<file path="src/rtl/my_axi4_lite_reg_bank_pkg.sv">
// Shared definitions for the AXI4-Lite register bank: register indices, response codes,
// write/read channel state types and the byte-strobe merge helper.
package my_axi4_lite_reg_bank_pkg;

    localparam logic [1:0] IDX_CTRL    = 2'd0;
    localparam logic [1:0] IDX_SCRATCH = 2'd1;
    localparam logic [1:0] IDX_STATUS  = 2'd2;
    localparam logic [1:0] IDX_ID      = 2'd3;

    localparam logic [1:0] RESP_OKAY   = 2'b00;
    localparam logic [1:0] RESP_SLVERR = 2'b10;

    typedef enum logic {
        CH_EMPTY = 1'b0,
        CH_HELD  = 1'b1
    } chan_state_t;

    typedef enum logic {
        RSP_IDLE = 1'b0,
        RSP_PEND = 1'b1
    } rsp_state_t;

    // Write FSM: address and data buffers fill independently, response channel follows.
    typedef struct packed {
        chan_state_t aw;
        chan_state_t w;
        rsp_state_t  b;
    } wr_state_t;

    localparam wr_state_t WR_RESET = '{aw: CH_EMPTY, w: CH_EMPTY, b: RSP_IDLE};

    function automatic logic [31:0] apply_wstrb(
        input logic [31:0] old_word,
        input logic [31:0] wdata,
        input logic [3:0]  wstrb
    );
        logic [31:0] merged;
        merged = old_word;
        for (int i = 0; i < 4; i++) begin
            if (wstrb[i]) begin
                merged[8*i +: 8] = wdata[8*i +: 8];
            end
        end
        return merged;
    endfunction

endpackage

</file>
<file path="src/rtl/axi4_lite_if.sv">
// AXI4-Lite bundle with responder-side and requester-side views.
interface axi4_lite_if #(
    parameter int unsigned ADDR_W = 4,
    parameter int unsigned DATA_W = 32
);
    logic [ADDR_W-1:0]   awaddr;
    logic [2:0]          awprot;
    logic                awvalid;
    logic                awready;
    logic [DATA_W-1:0]   wdata;
    logic [DATA_W/8-1:0] wstrb;
    logic                wvalid;
    logic                wready;
    logic [1:0]          bresp;
    logic                bvalid;
    logic                bready;
    logic [ADDR_W-1:0]   araddr;
    logic [2:0]          arprot;
    logic                arvalid;
    logic                arready;
    logic [DATA_W-1:0]   rdata;
    logic [1:0]          rresp;
    logic                rvalid;
    logic                rready;

    modport slv_port (
        input  awaddr, awprot, awvalid, wdata, wstrb, wvalid, bready,
        input  araddr, arprot, arvalid, rready,
        output awready, wready, bresp, bvalid, arready, rdata, rresp, rvalid
    );

    modport mst_port (
        output awaddr, awprot, awvalid, wdata, wstrb, wvalid, bready,
        output araddr, arprot, arvalid, rready,
        input  awready, wready, bresp, bvalid, arready, rdata, rresp, rvalid
    );
endinterface

</file>
<file path="src/rtl/my_axi4_lite_slv_reg_bank.sv">
// AXI4-Lite responder exposing a four-word CTRL/SCRATCH/STATUS/ID register bank.
// Write and read paths are independent state machines; every bus output comes from a flop.
module my_axi4_lite_slv_reg_bank
    import my_axi4_lite_reg_bank_pkg::*;
#(
    parameter int unsigned AXI4_LITE_ADDR_BIT_WIDTH = 4,
    parameter int unsigned AXI4_LITE_DATA_BIT_WIDTH = 32,
    parameter logic [31:0] REG0_INIT                = 32'h0000_0000,
    parameter logic [31:0] REG1_INIT                = 32'h0000_0000,
    parameter logic [31:0] BANK_ID                  = 32'hA5A5_0001
) (
    input  logic          i_clk,
    input  logic          i_rst_n,
    axi4_lite_if.slv_port if_s_axi4_lite,
    input  logic [31:0]   i_status,
    output logic [31:0]   o_ctrl,
    output logic          o_ctrl_wr_stb
);

    localparam int unsigned AW = AXI4_LITE_ADDR_BIT_WIDTH;
    localparam int unsigned DW = AXI4_LITE_DATA_BIT_WIDTH;
    localparam int unsigned SW = DW / 8;

    logic          ready_en_q;
    wr_state_t     wr_q;
    wr_state_t     wr_d;
    rsp_state_t    rd_q;
    rsp_state_t    rd_d;

    logic [AW-1:0] aw_addr_q;
    logic [DW-1:0] w_data_q;
    logic [SW-1:0] w_strb_q;
    logic [DW-1:0] ctrl_q;
    logic [DW-1:0] scratch_q;
    logic [1:0]    bresp_q;
    logic          ctrl_stb_q;
    logic [DW-1:0] rdata_q;
    logic [DW-1:0] rd_word;

    logic          aw_hs;
    logic          w_hs;
    logic          b_hs;
    logic          ar_hs;
    logic          r_hs;
    logic          commit;
    logic [1:0]    wr_idx;
    logic [1:0]    rd_idx;
    logic          unused_bits;

    assign aw_hs  = if_s_axi4_lite.awvalid && if_s_axi4_lite.awready;
    assign w_hs   = if_s_axi4_lite.wvalid  && if_s_axi4_lite.wready;
    assign b_hs   = if_s_axi4_lite.bvalid  && if_s_axi4_lite.bready;
    assign ar_hs  = if_s_axi4_lite.arvalid && if_s_axi4_lite.arready;
    assign r_hs   = if_s_axi4_lite.rvalid  && if_s_axi4_lite.rready;
    assign commit = (wr_q.aw == CH_HELD) && (wr_q.w == CH_HELD);
    assign wr_idx = aw_addr_q[3:2];
    assign rd_idx = if_s_axi4_lite.araddr[3:2];

    // Protection bits and byte offsets carry no meaning for a word-wide register bank.
    assign unused_bits = &{1'b0, if_s_axi4_lite.awprot, if_s_axi4_lite.arprot,
                           aw_addr_q[1:0], if_s_axi4_lite.araddr[1:0]};

    // NOTE: flops are written with non-blocking (<=) so every register samples pre-edge
    // values; combinational processes use blocking (=).
    always_ff @(posedge i_clk or negedge i_rst_n) begin
        if (!i_rst_n) begin
            ready_en_q <= 1'b0;
            wr_q       <= WR_RESET;
            rd_q       <= RSP_IDLE;
        end else begin
            ready_en_q <= 1'b1;
            wr_q       <= wr_d;
            rd_q       <= rd_d;
        end
    end

    always_comb begin
        // NOTE: the default-first assignment makes every path assign wr_d, so no latch is inferred.
        wr_d = wr_q;
        if (commit) begin
            wr_d.aw = CH_EMPTY;
            wr_d.w  = CH_EMPTY;
            wr_d.b  = RSP_PEND;
        end else begin
            if (aw_hs) begin
                wr_d.aw = CH_HELD;
            end
            if (w_hs) begin
                wr_d.w = CH_HELD;
            end
        end
        if (b_hs) begin
            wr_d.b = RSP_IDLE;
        end
    end

    always_comb begin
        rd_d = rd_q;
        if (ar_hs) begin
            rd_d = RSP_PEND;
        end else if (r_hs) begin
            rd_d = RSP_IDLE;
        end
    end

    // Readies are pure functions of registered state, so they never depend on master inputs.
    always_comb begin
        if_s_axi4_lite.awready = ready_en_q && (wr_q.aw == CH_EMPTY) && (wr_q.b == RSP_IDLE);
        if_s_axi4_lite.wready  = ready_en_q && (wr_q.w  == CH_EMPTY) && (wr_q.b == RSP_IDLE);
        if_s_axi4_lite.bvalid  = (wr_q.b == RSP_PEND);
        if_s_axi4_lite.bresp   = bresp_q;
        if_s_axi4_lite.arready = ready_en_q && (rd_q == RSP_IDLE);
        if_s_axi4_lite.rvalid  = (rd_q == RSP_PEND);
        if_s_axi4_lite.rdata   = rdata_q;
        if_s_axi4_lite.rresp   = RESP_OKAY;
    end

    // NOTE: the AW/W buffers are reset along with the registers; a reset mid-transaction
    // empties both buffers, so a half-received write can never reach a register.
    always_ff @(posedge i_clk or negedge i_rst_n) begin
        if (!i_rst_n) begin
            aw_addr_q  <= '0;
            w_data_q   <= '0;
            w_strb_q   <= '0;
            ctrl_q     <= REG0_INIT;
            scratch_q  <= REG1_INIT;
            bresp_q    <= RESP_OKAY;
            ctrl_stb_q <= 1'b0;
        end else begin
            ctrl_stb_q <= 1'b0;
            if (aw_hs) begin
                aw_addr_q <= if_s_axi4_lite.awaddr;
            end
            if (w_hs) begin
                w_data_q <= if_s_axi4_lite.wdata;
                w_strb_q <= if_s_axi4_lite.wstrb;
            end
            if (commit) begin
                bresp_q <= RESP_OKAY;
                case (wr_idx)
                    IDX_CTRL: begin
                        ctrl_q     <= apply_wstrb(ctrl_q, w_data_q, w_strb_q);
                        ctrl_stb_q <= |w_strb_q;
                    end
                    IDX_SCRATCH: begin
                        scratch_q <= apply_wstrb(scratch_q, w_data_q, w_strb_q);
                    end
                    default: begin
                        bresp_q <= RESP_SLVERR;
                    end
                endcase
            end
        end
    end

    always_comb begin
        rd_word = BANK_ID;
        case (rd_idx)
            IDX_CTRL:    rd_word = ctrl_q;
            IDX_SCRATCH: rd_word = scratch_q;
            IDX_STATUS:  rd_word = i_status;
            IDX_ID:      rd_word = BANK_ID;
            default:     rd_word = BANK_ID;
        endcase
    end

    // Capturing on the AR edge returns the pre-commit value when a write lands on the same edge.
    always_ff @(posedge i_clk or negedge i_rst_n) begin
        if (!i_rst_n) begin
            rdata_q <= '0;
        end else if (ar_hs) begin
            rdata_q <= rd_word;
        end
    end

    assign o_ctrl        = ctrl_q;
    assign o_ctrl_wr_stb = ctrl_stb_q;

endmodule

</file>
<file path="src/flat_wrapper.sv">
// flat-port wrapper written by rule: the top's interface ports become plain ports
module my_axi4_lite_slv_reg_bank_flat import my_axi4_lite_reg_bank_pkg::*;
#(
    parameter int unsigned AXI4_LITE_ADDR_BIT_WIDTH = 4,
    parameter int unsigned AXI4_LITE_DATA_BIT_WIDTH = 32,
    parameter logic [31:0] REG0_INIT                = 32'h0000_0000,
    parameter logic [31:0] REG1_INIT                = 32'h0000_0000,
    parameter logic [31:0] BANK_ID                  = 32'hA5A5_0001
)
  (i_clk, i_rst_n, i_status, o_ctrl, o_ctrl_wr_stb, if_s_axi4_lite_awaddr, if_s_axi4_lite_awprot, if_s_axi4_lite_awvalid, if_s_axi4_lite_wdata, if_s_axi4_lite_wstrb, if_s_axi4_lite_wvalid, if_s_axi4_lite_bready, if_s_axi4_lite_araddr, if_s_axi4_lite_arprot, if_s_axi4_lite_arvalid, if_s_axi4_lite_rready, if_s_axi4_lite_awready, if_s_axi4_lite_wready, if_s_axi4_lite_bresp, if_s_axi4_lite_bvalid, if_s_axi4_lite_arready, if_s_axi4_lite_rdata, if_s_axi4_lite_rresp, if_s_axi4_lite_rvalid);
  axi4_lite_if #(.ADDR_W(4), .DATA_W(32)) if_s_axi4_lite_i ();
  input  logic i_clk;
  input  logic i_rst_n;
  input  logic [31:0] i_status;
  output logic [31:0] o_ctrl;
  output logic o_ctrl_wr_stb;
  input wire logic [$bits(if_s_axi4_lite_i.awaddr)-1:0] if_s_axi4_lite_awaddr;
  input wire logic [$bits(if_s_axi4_lite_i.awprot)-1:0] if_s_axi4_lite_awprot;
  input wire logic [$bits(if_s_axi4_lite_i.awvalid)-1:0] if_s_axi4_lite_awvalid;
  input wire logic [$bits(if_s_axi4_lite_i.wdata)-1:0] if_s_axi4_lite_wdata;
  input wire logic [$bits(if_s_axi4_lite_i.wstrb)-1:0] if_s_axi4_lite_wstrb;
  input wire logic [$bits(if_s_axi4_lite_i.wvalid)-1:0] if_s_axi4_lite_wvalid;
  input wire logic [$bits(if_s_axi4_lite_i.bready)-1:0] if_s_axi4_lite_bready;
  input wire logic [$bits(if_s_axi4_lite_i.araddr)-1:0] if_s_axi4_lite_araddr;
  input wire logic [$bits(if_s_axi4_lite_i.arprot)-1:0] if_s_axi4_lite_arprot;
  input wire logic [$bits(if_s_axi4_lite_i.arvalid)-1:0] if_s_axi4_lite_arvalid;
  input wire logic [$bits(if_s_axi4_lite_i.rready)-1:0] if_s_axi4_lite_rready;
  output wire logic [$bits(if_s_axi4_lite_i.awready)-1:0] if_s_axi4_lite_awready;
  output wire logic [$bits(if_s_axi4_lite_i.wready)-1:0] if_s_axi4_lite_wready;
  output wire logic [$bits(if_s_axi4_lite_i.bresp)-1:0] if_s_axi4_lite_bresp;
  output wire logic [$bits(if_s_axi4_lite_i.bvalid)-1:0] if_s_axi4_lite_bvalid;
  output wire logic [$bits(if_s_axi4_lite_i.arready)-1:0] if_s_axi4_lite_arready;
  output wire logic [$bits(if_s_axi4_lite_i.rdata)-1:0] if_s_axi4_lite_rdata;
  output wire logic [$bits(if_s_axi4_lite_i.rresp)-1:0] if_s_axi4_lite_rresp;
  output wire logic [$bits(if_s_axi4_lite_i.rvalid)-1:0] if_s_axi4_lite_rvalid;
  assign if_s_axi4_lite_i.awaddr = if_s_axi4_lite_awaddr;
  assign if_s_axi4_lite_i.awprot = if_s_axi4_lite_awprot;
  assign if_s_axi4_lite_i.awvalid = if_s_axi4_lite_awvalid;
  assign if_s_axi4_lite_i.wdata = if_s_axi4_lite_wdata;
  assign if_s_axi4_lite_i.wstrb = if_s_axi4_lite_wstrb;
  assign if_s_axi4_lite_i.wvalid = if_s_axi4_lite_wvalid;
  assign if_s_axi4_lite_i.bready = if_s_axi4_lite_bready;
  assign if_s_axi4_lite_i.araddr = if_s_axi4_lite_araddr;
  assign if_s_axi4_lite_i.arprot = if_s_axi4_lite_arprot;
  assign if_s_axi4_lite_i.arvalid = if_s_axi4_lite_arvalid;
  assign if_s_axi4_lite_i.rready = if_s_axi4_lite_rready;
  assign if_s_axi4_lite_awready = if_s_axi4_lite_i.awready;
  assign if_s_axi4_lite_wready = if_s_axi4_lite_i.wready;
  assign if_s_axi4_lite_bresp = if_s_axi4_lite_i.bresp;
  assign if_s_axi4_lite_bvalid = if_s_axi4_lite_i.bvalid;
  assign if_s_axi4_lite_arready = if_s_axi4_lite_i.arready;
  assign if_s_axi4_lite_rdata = if_s_axi4_lite_i.rdata;
  assign if_s_axi4_lite_rresp = if_s_axi4_lite_i.rresp;
  assign if_s_axi4_lite_rvalid = if_s_axi4_lite_i.rvalid;
  my_axi4_lite_slv_reg_bank #(.AXI4_LITE_ADDR_BIT_WIDTH(AXI4_LITE_ADDR_BIT_WIDTH), .AXI4_LITE_DATA_BIT_WIDTH(AXI4_LITE_DATA_BIT_WIDTH), .REG0_INIT(REG0_INIT), .REG1_INIT(REG1_INIT), .BANK_ID(BANK_ID)) u_core (.i_clk(i_clk), .i_rst_n(i_rst_n), .if_s_axi4_lite(if_s_axi4_lite_i), .i_status(i_status), .o_ctrl(o_ctrl), .o_ctrl_wr_stb(o_ctrl_wr_stb));
endmodule
</file>
<file path="config.mk">
export PLATFORM = sky130hd
export DESIGN_NAME = my_axi4_lite_slv_reg_bank_flat
export DESIGN_NICKNAME = d
export VERILOG_FILES = /design/src/rtl/my_axi4_lite_reg_bank_pkg.sv /design/src/rtl/axi4_lite_if.sv /design/src/rtl/my_axi4_lite_slv_reg_bank.sv /design/src/flat_wrapper.sv
export SDC_FILE = /design/constraint.sdc
export NUM_CORES = 1
export LEC_CHECK = 0
export BUFFER_PORTS_ARGS = -buffer_cell sky130_fd_sc_hd__buf_2
export CAP_MARGIN = 0
export CORE_UTILIZATION = 41
export CTS_CLUSTER_SIZE = 12
export DETAILED_ROUTE_END_ITERATION = 12
export RECOVER_POWER = 50
export SYNTH_ARGS = -nofsm -noshare
export SYNTH_HDL_FRONTEND = slang
export SYNTH_SLANG_ARGS = --single-unit
export TNS_END_PERCENT = 1
</file>
<file path="constraint.sdc">
create_clock -name i_clk -period 2.85 [get_ports i_clk]
set_input_delay 0 -clock i_clk [delete_from_list [all_inputs] [get_ports i_clk]]
set_output_delay 0 -clock i_clk [all_outputs]
set_load 0.01 [all_outputs]
</file>
==> impl_metrics.xml <==
<?xml version="1.0" encoding="UTF-8"?>
<metrics>
  <group name="sta">
    <metric name="setup_total_negative_slack" unit="ns">0</metric>
    <metric name="final_min_period_over_clock_period" unit="%">65.99</metric>
    <metric name="finalCriticalPeriod" unit="ns">1.881</metric>
    <metric name="slew_violations" unit="">64</metric>
    <metric name="hold_viol" unit="">0</metric>
    <metric name="fin_worst_hold_slack" unit="ns">0.01350</metric>
    <metric name="clock-skew-final" unit="ns">0.006202</metric>
    <metric name="worst_pin_slew" unit="ns">1.679</metric>
    <metric name="grt_setup_unrepaired" unit="">false</metric>
    <metric name="timing.max_slew.rel_slack" unit="%">-11.94</metric>
    <metric name="maxClockFrequency" unit="MHz">531.7</metric>
    <metric name="setup_viol_count_final" unit="">0</metric>
  </group>
  <group name="layout">
    <metric name="layout.cells.most_common" unit="">dfrtp_1</metric>
    <metric name="regArea" unit="um2">3528</metric>
    <metric name="most-common-layout-cells" unit="">dfrtp_1, buf_2, clkbuf_1, dlygate4sd3_1, mux2_4</metric>
    <metric name="antenna_cells" unit="">0</metric>
    <metric name="area_growth_syn_to_layout" unit="%">32.22</metric>
    <metric name="multi_input_area" unit="um2">2597</metric>
    <metric name="final_nets" unit="">761</metric>
    <metric name="post_route_cells_drive_above_1_share" unit="%">38.01</metric>
    <metric name="final.fill_count" unit="">1336</metric>
  </group>
  <group name="pwr">
    <metric name="power.share.clock" unit="%">28.0</metric>
    <metric name="net_switching_power_of_the_design" unit="uW">2331</metric>
    <metric name="ir_worst_vdd" unit="V">0.0004436</metric>
    <metric name="p_sw_share" unit="%">29.49</metric>
    <metric name="p_int" unit="uW">5575</metric>
    <metric name="powerDensity" unit="nW/um2">941.9</metric>
    <metric name="p_seq_share" unit="%">44.2</metric>
    <metric name="cellLeakagePower" unit="uW">0.004024</metric>
    <metric name="comb_power_share" unit="%">27.8</metric>
  </group>
  <group name="global_route">
    <metric name="wire_length_of_the_first_global_routing_pass" unit="um">24130</metric>
    <metric name="grt_max_degree" unit="">79</metric>
    <metric name="grt_most_used_layer" unit="">met2</metric>
    <metric name="grt_use_met2" unit="%">31.98</metric>
    <metric name="grt_use_met3" unit="%">4.808</metric>
    <metric name="antenna_violations_before_repair" unit="">0</metric>
    <metric name="groute.layer.met1.usage" unit="%">26.70</metric>
    <metric name="grt_overflow" unit="">0</metric>
    <metric name="first_global_vias" unit="">4493</metric>
    <metric name="total_routing_usage_gr" unit="%">20.08</metric>
  </group>
  <group name="floorplanning">
    <metric name="num_io_pins" unit="">163</metric>
    <metric name="area_of_the_placeable_core" unit="um2">15150</metric>
    <metric name="die_w" unit="um">126.4</metric>
    <metric name="placement_rows" unit="">45</metric>
    <metric name="die_area" unit="um2">15990</metric>
    <metric name="initial_utilization" unit="%">41.92</metric>
    <metric name="die_h" unit="um">126.4</metric>
  </group>
  <group name="run_status">
    <metric name="status" unit="">finished, violations left</metric>
    <metric name="violated_checks" unit="">capacitance limit, slew limit</metric>
  </group>
  <group name="detailed_routing">
    <metric name="routed-via-count" unit="">4316</metric>
    <metric name="final_antenna_net_count" unit="">0</metric>
    <metric name="detail_route.vias_per_cell" unit="">4.950</metric>
    <metric name="post-route-drc-count" unit="">0</metric>
    <metric name="route.final.wire_length" unit="um">15060</metric>
    <metric name="drt_iter0_markers" unit="">136</metric>
    <metric name="route.detailed.wl_per_inst" unit="um">17.28</metric>
    <metric name="drt-pass1-iter-count" unit="">4</metric>
  </group>
  <group name="placement">
    <metric name="place.detailed.hpwl" unit="um">9432</metric>
    <metric name="buffer_ports.inserted" unit="">149</metric>
    <metric name="gpl.final_weighted_congestion" unit="">0.7233</metric>
  </group>
  <group name="yosys">
    <metric name="synthDistinctLibCells" unit="">34</metric>
    <metric name="sequential_area_share_after_synthesis" unit="%">55.58</metric>
    <metric name="yosys_warnings" unit="">0</metric>
    <metric name="syn_inst" unit="">451</metric>
    <metric name="ys_top_cells_by_area" unit="">dfrtp_1, mux2_4, mux2_2</metric>
    <metric name="async_reset_ff_share" unit="%">100.0</metric>
    <metric name="synthesized_cell_area" unit="um2">6349</metric>
    <metric name="synth-main-ff-cell" unit="">dfrtp_1</metric>
    <metric name="synth.ff_latch_count" unit="">141</metric>
    <metric name="synth_top_cell_area_share" unit="%">55.58</metric>
    <metric name="yosys.area.top_type" unit="">dfrtp_1</metric>
    <metric name="mean_instance_size_in_the_synthesized_netlist" unit="um2">14.08</metric>
    <metric name="edff_count_synth" unit="">0</metric>
  </group>
  <group name="cts">
    <metric name="clock_latency" unit="ns">0.42</metric>
    <metric name="clk_transition_reported_paths" unit="ns">0.06</metric>
    <metric name="root_buffer" unit="">clkbuf_16</metric>
    <metric name="tritoncts" unit="">yes</metric>
    <metric name="cts.sinks" unit="">141</metric>
    <metric name="cts-htree-levels" unit="">4</metric>
    <metric name="post-cts-setup-buffer-count" unit="">0</metric>
    <metric name="tritoncts.num_buffers" unit="">17</metric>
    <metric name="cts.path.max_buffers" unit="">2</metric>
  </group>
  <group name="setup_path">
    <metric name="critPathArrivalTime" unit="ns">2.18</metric>
    <metric name="setup_cp_type" unit="">flip-flop to flip-flop</metric>
    <metric name="timing.critical_path.fanout_max" unit="">37</metric>
    <metric name="critPathRequiredTime" unit="ns">3.15</metric>
    <metric name="worst_setup_start_kind" unit="">flip-flop</metric>
    <metric name="cp-end-kind" unit="">flip-flop</metric>
  </group>
  <group name="flow_run">
    <metric name="maxCapViolCount" unit="">1</metric>
  </group>
  <group name="worst_hold_path">
    <metric name="hold_class" unit="">input port to flip-flop</metric>
  </group>
</metrics>
final timing paths:
path / slack, ns / start / to / depth (start not counted)
max: 0.97 / u_core.wr_q[1]$_DFFE_PN0P_ / u_core.w_data_q[17]$_DFFE_PN0P_ / 3
min: 0.01 / i_status[28] / u_core.if_s_axi4_lite.rdata[28]$_DFFE_PN0P_ / 4
max reg2reg: 0.97 / u_core.wr_q[1]$_DFFE_PN0P_ / u_core.w_data_q[17]$_DFFE_PN0P_ / 3
min reg2reg: 0.48 / u_core.if_s_axi4_lite.rdata[31]$_DFFE_PN0P_ / u_core.if_s_axi4_lite.rdata[31]$_DFFE_PN0P_ / 2
max in group asynchronous: 1.16 / i_rst_n / u_core.scratch_q[28]$_DFFE_PN0P_ / 3
min in group asynchronous: 0.55 / i_rst_n / u_core.o_ctrl[4]$_DFFE_PN0P_ / 2
power by group through the flow:
stage | combinational [uW] | clock (uW) | sequential, uW
after floorplan | 1470 | 0 | 3500
after global placement | 2160 | 0 | 3460
after detailed placement | 2210 | 0 | 3510
after CTS | 2310 | 2270 | 3480
after global routing | 2390 | 2360 | 3610
final | 2200 | 2210 | 3490
worst max-delay path, cell delays in order, from the launching register on:
cell,delay [ns]
dfrtp_1,0.43
nor3b_2,0.23
and2_4,0.68
mux2_2,0.41
Yosys cell counts (2+ instances only):
cell,instances
nor2_1,22
dfrtp_1,141
o21ai_0,10
clkbuf_1,10
nor2b_1,4
conb_1,2
nand2_1,11
mux2i_1,24
o22ai_1,8
nand2_8,4
buf_12,5
inv_1,3
nand2_4,4
a21oi_1,44
or2_2,22
mux2_4,61
buf_2,4
mux2_2,50
buf_4,7
per-stage QoR:
stage,power [uW],util (%),cell area (um2),cells,setup WS (ns)
2_1_floorplan,4971,-,6356,453,1.271
3_3_place_gp,5618,47.42,7182,769,1.003
3_5_place_dp,5715,47.42,7182,769,0.9466
4_1_cts,8068,56.03,8486,872,0.9439
5_1_grt,8358,55.42,8394,872,0.8641
6_report,7907,55.42,8394,872,0.9692
cell type report:
cell class,instances,area share [%]
Clock inverter,8,1.371
Tap cell,188,2.802
Inverter,3,0.1341
Multi-Input combinational cell,282,30.94
Sequential cell,141,42.03
Timing Repair Buffer,227,17.14
Clock buffer,23,5.575
flip-flops by register name, summed over array words and instances (netlist names):
signal and flops:
u_core.if_s_axi4_lite.rdata 32, u_core.o_ctrl 32, u_core.scratch_q 32, u_core.w_data_q 32, u_core.w_strb_q 4, u_core.aw_addr_q 2
u_core.wr_q 2, u_core.if_s_axi4_lite.bresp 1, u_core.if_s_axi4_lite.bvalid 1, u_core.if_s_axi4_lite.rvalid 1, u_core.o_ctrl_wr_stb 1, u_core.ready_en_q 1
timing repair:
action,in CTS,in global routing
endpoints found under the setup margin,0,0
hold endpoints to repair,132,0
hold buffers,72,0
resized for setup,0,0
routing by layer:
metal	wire length (um)	share of wire (%)	vias up
met5	0	0	-
met2	7125	47	126
li1	-	-	2027
met3	706	4.7	14
met4	206	1.4	0
met1	7026	47	2149
kinds of logic after synthesis:
| family | after synthesis | synth area share [%] |
|---|---|---|
| flops | 141 | 55.58 |
| mux | 135 | 27.08 |
| simple gates | 75 | 7.706 |
| compound gates | 68 | 5.854 |
| buf+inv | 30 | 3.666 |
| other cells | 2 | 0.1183 |
(Power assumes the default switching activity.)
